==> config.mk <==
export PLATFORM = sky130hd
export DESIGN_NAME = cbus_rr_arbiter
export DESIGN_NICKNAME = d
export VERILOG_FILES = /design/src/rtl/cbus_rr_arbiter_pkg.sv /design/src/rtl/cbus_rr_arbiter_pick.sv /design/src/rtl/cbus_rr_arbiter.sv
export SDC_FILE = /design/constraint.sdc
export NUM_CORES = 1
export LEC_CHECK = 0
export ABC_AREA = 1
export BUFFER_PORTS_ARGS = -buffer_cell sky130_fd_sc_hd__buf_4
export CAP_MARGIN = 20
export CELL_PAD_IN_SITES_DETAIL_PLACEMENT = 1
export CELL_PAD_IN_SITES_GLOBAL_PLACEMENT = 1
export CORE_AREA = 3 3 204 206
export CTS_BUF_LIST = sky130_fd_sc_hd__clkbuf_4 sky130_fd_sc_hd__clkbuf_8 sky130_fd_sc_hd__clkbuf_16
export CTS_CLUSTER_DIAMETER = 40
export DETAILED_ROUTE_END_ITERATION = 7
export DIE_AREA = 0 0 207 209
export PLACE_DENSITY = 0.6
export SYNTH_ARGS = -nofsm -noshare
export SYNTH_HDL_FRONTEND = slang
export SYNTH_SLANG_ARGS = --single-unit
==> constraint.sdc <==
create_clock -name clk -period 1.3 [get_ports clk]
set_clock_uncertainty 0.2 [all_clocks]
set_input_delay 0.13 -clock clk [delete_from_list [all_inputs] [get_ports clk]]
set_output_delay 0.13 -clock clk [all_outputs]
set_load 0.02 [all_outputs]
==> src/rtl/cbus_rr_arbiter_pkg.sv <==
// Shared cache-bus package: request/response structs used on both sides of the
// arbiter, the arbiter state encoding and a small index helper.
package cbus_rr_arbiter_pkg;

    localparam int CBUS_AW = 32;
    localparam int CBUS_DW = 32;
    localparam int CBUS_LW = 4;    // burst length field, beats = len + 1

    typedef struct packed {
        logic               valid;
        logic               write;
        logic [CBUS_AW-1:0] addr;
        logic [CBUS_DW-1:0] wdata;
        logic [CBUS_LW-1:0] len;
    } cbus_req_t;

    typedef struct packed {
        logic               ready;
        logic               last;
        logic [CBUS_DW-1:0] rdata;
    } cbus_resp_t;

    typedef enum logic {
        ARB_IDLE = 1'b0,
        ARB_BUSY = 1'b1
    } arb_state_t;

    // Next index with wrap from n-1 back to 0.
    function automatic int wrap_inc(input int idx, input int n);
        return (idx + 1 >= n) ? 0 : idx + 1;
    endfunction

endpackage

==> src/rtl/cbus_rr_arbiter_pick.sv <==
// cbus_rr_pick: combinational rotate-priority encoder.
// Scans the valid vector starting at rr_ptr, wrapping past the top index, and
// returns the first set position.
//   valid  : per-requester valid bits
//   rr_ptr : index with highest priority this round (must be < NUM_INPUTS)
//   any    : at least one valid bit set
//   winner : selected index ('0 when any is low)
module cbus_rr_pick #(
    parameter int NUM_INPUTS = 4,
    parameter int IDX_W      = (NUM_INPUTS > 1) ? $clog2(NUM_INPUTS) : 1
) (
    input  logic [NUM_INPUTS-1:0] valid,
    input  logic [IDX_W-1:0]      rr_ptr,
    output logic                  any,
    output logic [IDX_W-1:0]      winner
);

    int idx;

    // Walk from the farthest offset down to offset 0 so the closest valid
    // position to rr_ptr is the last one written and therefore wins.
    always_comb begin
        any    = 1'b0;
        winner = '0;
        idx    = 0;
        for (int k = NUM_INPUTS - 1; k >= 0; k--) begin
            idx = int'(rr_ptr) + k;
            if (idx >= NUM_INPUTS) idx = idx - NUM_INPUTS;
            if (valid[idx]) begin
                any    = 1'b1;
                winner = IDX_W'(idx);
            end
        end
    end

endmodule

==> src/rtl/cbus_rr_arbiter.sv <==
// cbus_rr_arbiter: shares one cache-bus master port between NUM_INPUTS
// requesters. One grant per transaction, held for the whole burst and released
// on the beat carrying oresp.ready && oresp.last. A release always costs one
// IDLE cycle before the next grant.
//
// Build option: define CBUS_ARB_RR_EN for round-robin selection starting at
// rr_ptr; otherwise fixed priority, lowest valid index wins and rr_ptr stays 0.
//
// Ports:
//   clk, reset : clock, asynchronous active-high reset
//   ireqs      : requester requests, index 0 in the LSBs
//   iresps     : per-requester responses, only the grantee sees oresp
//   oreq       : request to memory side (pass-through of grantee while busy)
//   oresp      : response from memory side
//   busy       : grant held
//   grant      : current or most recent grantee
module cbus_rr_arbiter
    import cbus_rr_arbiter_pkg::*;
#(
    parameter int NUM_INPUTS = 4,
    parameter int IDX_W      = (NUM_INPUTS > 1) ? $clog2(NUM_INPUTS) : 1
) (
    input  logic                         clk,
    input  logic                         reset,
    input  cbus_req_t  [NUM_INPUTS-1:0]  ireqs,
    output cbus_resp_t [NUM_INPUTS-1:0]  iresps,
    output cbus_req_t                    oreq,
    input  cbus_resp_t                   oresp,
    output logic                         busy,
    output logic [IDX_W-1:0]             grant
);

    arb_state_t            state;
    logic [IDX_W-1:0]      rr_ptr;
    logic [NUM_INPUTS-1:0] req_valid;
    logic                  any;
    logic [IDX_W-1:0]      winner;

    always_comb begin
        for (int i = 0; i < NUM_INPUTS; i++) req_valid[i] = ireqs[i].valid;
    end

    cbus_rr_pick #(
        .NUM_INPUTS (NUM_INPUTS),
        .IDX_W      (IDX_W)
    ) u_pick (
        .valid  (req_valid),
        .rr_ptr (rr_ptr),
        .any    (any),
        .winner (winner)
    );

    always_ff @(posedge clk or posedge reset) begin
        if (reset) begin
            state  <= ARB_IDLE;
            busy   <= 1'b0;
            grant  <= '0;
            rr_ptr <= '0;
        end else begin
            case (state)
                ARB_IDLE: begin
                    if (any) begin
                        grant <= winner;
                        busy  <= 1'b1;
                        state <= ARB_BUSY;
                    end
                end
                ARB_BUSY: begin
                    // Grantee dropping valid mid-burst does not release;
                    // only the memory side's last beat does.
                    if (oresp.ready && oresp.last) begin
                        busy  <= 1'b0;
                        state <= ARB_IDLE;
`ifdef CBUS_ARB_RR_EN
                        rr_ptr <= IDX_W'(wrap_inc(int'(grant), NUM_INPUTS));
`else
                        rr_ptr <= '0;
`endif
                    end
                end
                default: begin
                    busy  <= 1'b0;
                    state <= ARB_IDLE;
                end
            endcase
        end
    end

    // Pass-through is combinational on the registered state, so an async reset
    // zeroes the outputs in the same cycle it is asserted.
    always_comb begin
        oreq   = '0;
        iresps = '0;
        if (state == ARB_BUSY) begin
            oreq          = ireqs[grant];
            iresps[grant] = oresp;
        end
    end

endmodule

==> summary.md <==
| Metric | Value |
|---|---|
| Cell area after synthesis | `0.00370 mm²` |
| Final worst setup slack | `-729 ps` |
| Pin slew with the least headroom to its limit | `352 ps` |
| Share of power burned in registers | `1.3%` |
| Number of unique standard cell types used by synthesis | `15` |
| Root buffer selected by CTS | `sky130_fd_sc_hd__clkbuf_16` |
| Antenna violations before repair | `0` |
| Fin crit share | `156%` |
| Vert. Die Dim | `209 µm` |
| GRT Overall Usage | `14.8%` |
| Maximum fanout along the worst path | `22` |
| Flop-to-flop setup slack | `-220 ps` |
| Number of detailed-routing iterations run before antenna repair | `4` |
| Number of warnings issued by yosys | `0` |
| Cell area power density | `2460 mW/mm²` |
| Total setup violations reported at the end of the flow | `212` |
| Cell types occupying the most area after synthesis | `sky130_fd_sc_hd__nand3_1 28%, sky130_fd_sc_hd__nor2_1 28%, sky130_fd_sc_hd__nand2_1 26%, sky130_fd_sc_hd__buf_2 7.0%, sky130_fd_sc_hd__buf_6 2.7%` |
| CTS buffer count | `3` |
| DR WL/cell | `18.9 µm` |
| Starting DRC count in detailed routing | `285` |
| Area growth from synthesis to layout | `193%` |
| Most frequent cell after synthesis | `sky130_fd_sc_hd__nor2_1` |
| Violated checks | `setup timing` |
| Sum of buffers and inverters on the critical path | `3` |
| Internal Power | `11600 µW` |
| Die extent in x | `207 µm` |
| Number of filler cells placed in the layout | `4976` |
| Number of sinks handled by clock tree synthesis | `4` |
| Critical-path cell list | `buf_4, nand2_4, buf_12, nor2_4, buf_4` |
| Max incr delay on CP | `490 ps` |
| Leakage dissipation | `0.00550 µW` |
| Total net switching power | `15000 µW` |
| Average cell area after synthesis | `4.41 µm²` |
| Starting density of the core | `9.30%` |
| Nets | `1721` |
| Layout cell share with drive strength beyond 1 | `63.4%` |
| Kind of critical path | `reg -> out` |
| Clock tree from TritonCTS | `done` |
| Number of global-route vias before repair | `8242` |
| Vias per Instance | `4.09` |
| IO Pins | `525` |
| Register-to-Register Path Depth | `6` |
| Placeable core region | `0.0398 mm²` |
| Number of flip-flops and latches in the synthesized netlist | `4` |
| First-pass GRT wire length | `50300 µm` |
| Maximum capacitance violations | `0` |
| Worst setup path startpoint | `grant[1]` |
| Number of cells after detailed placement | `1906` |
| Post-synth EDFFs | `0` |
| Reg2reg end | `grant[0]` |
| Cell mode on critical path | `sky130_fd_sc_hd__buf_4` |
| Pin count of the biggest net entering global routing | `33` |
| Worst vdd rail ir drop | `0.973 mV` |
| Number of remaining DRC errors | `0` |
| Number of port buffers | `524` |
| HPWL after detailed placement | `29200 µm` |
| Post-route cell area | `0.0108 mm²` |
| Total cell area at the placement stage | `0.00972 mm²` |
| Cell count after synthesis | `840` |
| Max-slew violation total from the final report | `0` |
| FP Rows | `73` |
| Min-delay src | `ireqs[69]` |
| Gate family responsible for the most delay along the worst path | `buffers and inverters` |
| Timing-limited maximum frequency | `0.493 GHz` |
| Floorplan die area | `0.0433 mm²` |
| Final wirelength | `36400 µm` |
| Async set-or-reset flop fraction in the synthesized netlist | `100%` |
| Cell with the largest stage delay on the worst path | `sky130_fd_sc_hd__dfrtp_4` |
| Unrepaired setup endpoints after global routing | `yes` |
| WP data arrival | `1700 ps` |
| Post-route non-filler standard cell count | `1928` |
| Required time of the critical path | `970 ps` |
| Most area-hungry cell type in the Yosys netlist | `sky130_fd_sc_hd__nand3_1` |
| Ant diodes | `0` |
| Sequential element share of the synthesized area | `2.70%` |
| Synth Net Count | `1156` |
| Outcome | `finished, violations left` |
| Share of the synthesized area in the top cell type | `28.4%` |
| Detailed-route via count | `7876` |
| Skew-Pair Late Insertion Delay | `230 ps` |
| Worst hold path type | `in -> reg` |
| Levels on crit path | `5` |
| Maximum level of the CTS H-tree | `1` |
| Switching share of power | `56.4%` |
| RD Place Congestion | `0.879` |
| CTS clk-pin slew, worst paths | `30 ps` |
| Fin crit period | `2030 ps` |
| Critical path capture point type | `primary output` |
| Primary FF master, synth | `sky130_fd_sc_hd__dfrtp_1` |
| Clock group share of total power | `1.8%` |
| Fin. Hold Viols | `0` |
| Gr ovfl total | `0` |
| Combinational Power Share | `96.9%` |
| Remaining antenna violation count | `0` |
| Worst-case headroom to the max-slew limit | `76.5%` |
| Number of buffers between clock root and the deepest sink | `2` |
| R2r startpoint | `state` |
| Startpoint kind of the worst setup timing path | `register` |
| Ranking of synthesized cells by instance count | `278 x sky130_fd_sc_hd__nor2_1, 255 x sky130_fd_sc_hd__nand2_1, 210 x sky130_fd_sc_hd__nand3_1` |
| Critical path capture point | `iresps[92]` |
tightest hold or removal path: stages:
cell and delay, ps:
sky130_fd_sc_hd__buf_4 100, sky130_fd_sc_hd__a21oi_1 40, sky130_fd_sc_hd__nand2_1 50, sky130_fd_sc_hd__nand2_1 70
what timing repair did:
| action | in CTS | in global routing |
|---|---|---|
| hold buffers | 1 | 0 |
| setup buffers | 3 | 2 |
| endpoints found under the setup margin | 212 | 212 |
| gates resized for setup | 49 | 136 |
| hold endpoints to repair | 4 | 0 |
| pin swaps | 2 | 20 |
| cloned | 2 | 11 |
sequential cells by signal (all words and copies together), names as in the netlist:
name and flops:
state 1, grant 2, busy 1
cells by family (layout without fill, tap and decap cells):
family,after synthesis,in the layout,share of synthesized area (%)
buffers and inverters,84,647,13.1
AOI/OAI and AO/OA,5,5,0.743
and+or+nand+nor,747,747,83.4
DFF,4,4,2.70
cells in the final DEF, fill, tap and decap left out:
master	instances
sky130_fd_sc_hd__a21boi_0	1
sky130_fd_sc_hd__a21oi_1	1
sky130_fd_sc_hd__buf_12	34
sky130_fd_sc_hd__buf_16	3
sky130_fd_sc_hd__buf_4	520
sky130_fd_sc_hd__buf_6	65
sky130_fd_sc_hd__buf_8	3
sky130_fd_sc_hd__clkbuf_16	14
sky130_fd_sc_hd__dfrtp_1	2
sky130_fd_sc_hd__dfrtp_4	2
sky130_fd_sc_hd__dlygate4sd3_1	1
sky130_fd_sc_hd__inv_1	3
sky130_fd_sc_hd__inv_12	1
sky130_fd_sc_hd__inv_4	2
sky130_fd_sc_hd__inv_8	1
sky130_fd_sc_hd__nand2_1	214
sky130_fd_sc_hd__nand2_2	33
sky130_fd_sc_hd__nand2_4	10
sky130_fd_sc_hd__nand2_8	1
sky130_fd_sc_hd__nand3_1	197
sky130_fd_sc_hd__nand3_2	13
sky130_fd_sc_hd__nor2_1	92
sky130_fd_sc_hd__nor2_2	104
sky130_fd_sc_hd__nor2_4	82
sky130_fd_sc_hd__nor2_8	1
sky130_fd_sc_hd__o21ai_0	3
stage by stage:
step / setup WS (ps) / hold WS [ps] / setup TNS [ps] / power, µW / utilization, %
final: -729 / 26.3 / -132170 / 26600 / 27.2
after CTS: -752 / 31.0 / -137620 / 24400 / 25.3
after floorplan: -297 / -304 / -45990 / 13200 / -
after global placement: -554 / -154 / -95470 / 22500 / 24.4
after detailed placement: -578 / -137 / -98250 / 22700 / 24.4
after global routing: -796 / 87.0 / -145970 / 28300 / 27.2
area by class of cell:
class	instances	area, µm²	share of cell area, %
Clock buffer	3	75.1	0.692
Inverter	7	51.3	0.473
Multi-Input combinational cell	752	4230	39.0
Sequential cell	4	108	0.992
Tap cell	525	657	6.06
Timing Repair Buffer	637	5730	52.8
power groups by stage:
stage	registers, µW	logic, µW	clock network (µW)
6_report	356	25800	483
3_5_place_dp	333	22300	0
4_1_cts	346	23600	495
3_3_place_gp	329	22100	0
2_1_floorplan	278	13000	0
5_1_grt	369	27500	501
metal layers:
| metal | vias up | share of wire (%) | track usage, % |
|---|---|---|---|
| met5 | - | 0 | 0 |
| met4 | 0 | 3.0 | 4.05 |
| met3 | 58 | 7.2 | 4.22 |
| met2 | 355 | 53 | 28.4 |
| met1 | 3662 | 37 | 15.7 |
| li1 | 3801 | - | - |
how the worst min path moves through the flow:
| stage | depth (start not counted) | endpoint | slack (ps) |
|---|---|---|---|
| finish | 4 | grant[0] | 30 |
| CTS | 4 | grant[0] | 30 |
| detailed placement | 2 | busy | -140 |
| floorplan | 1 | busy | -300 |
| global route | 4 | grant[0] | 90 |
| global placement | 2 | busy | -150 |
Note: power is estimated with default switching activity, not from simulation.
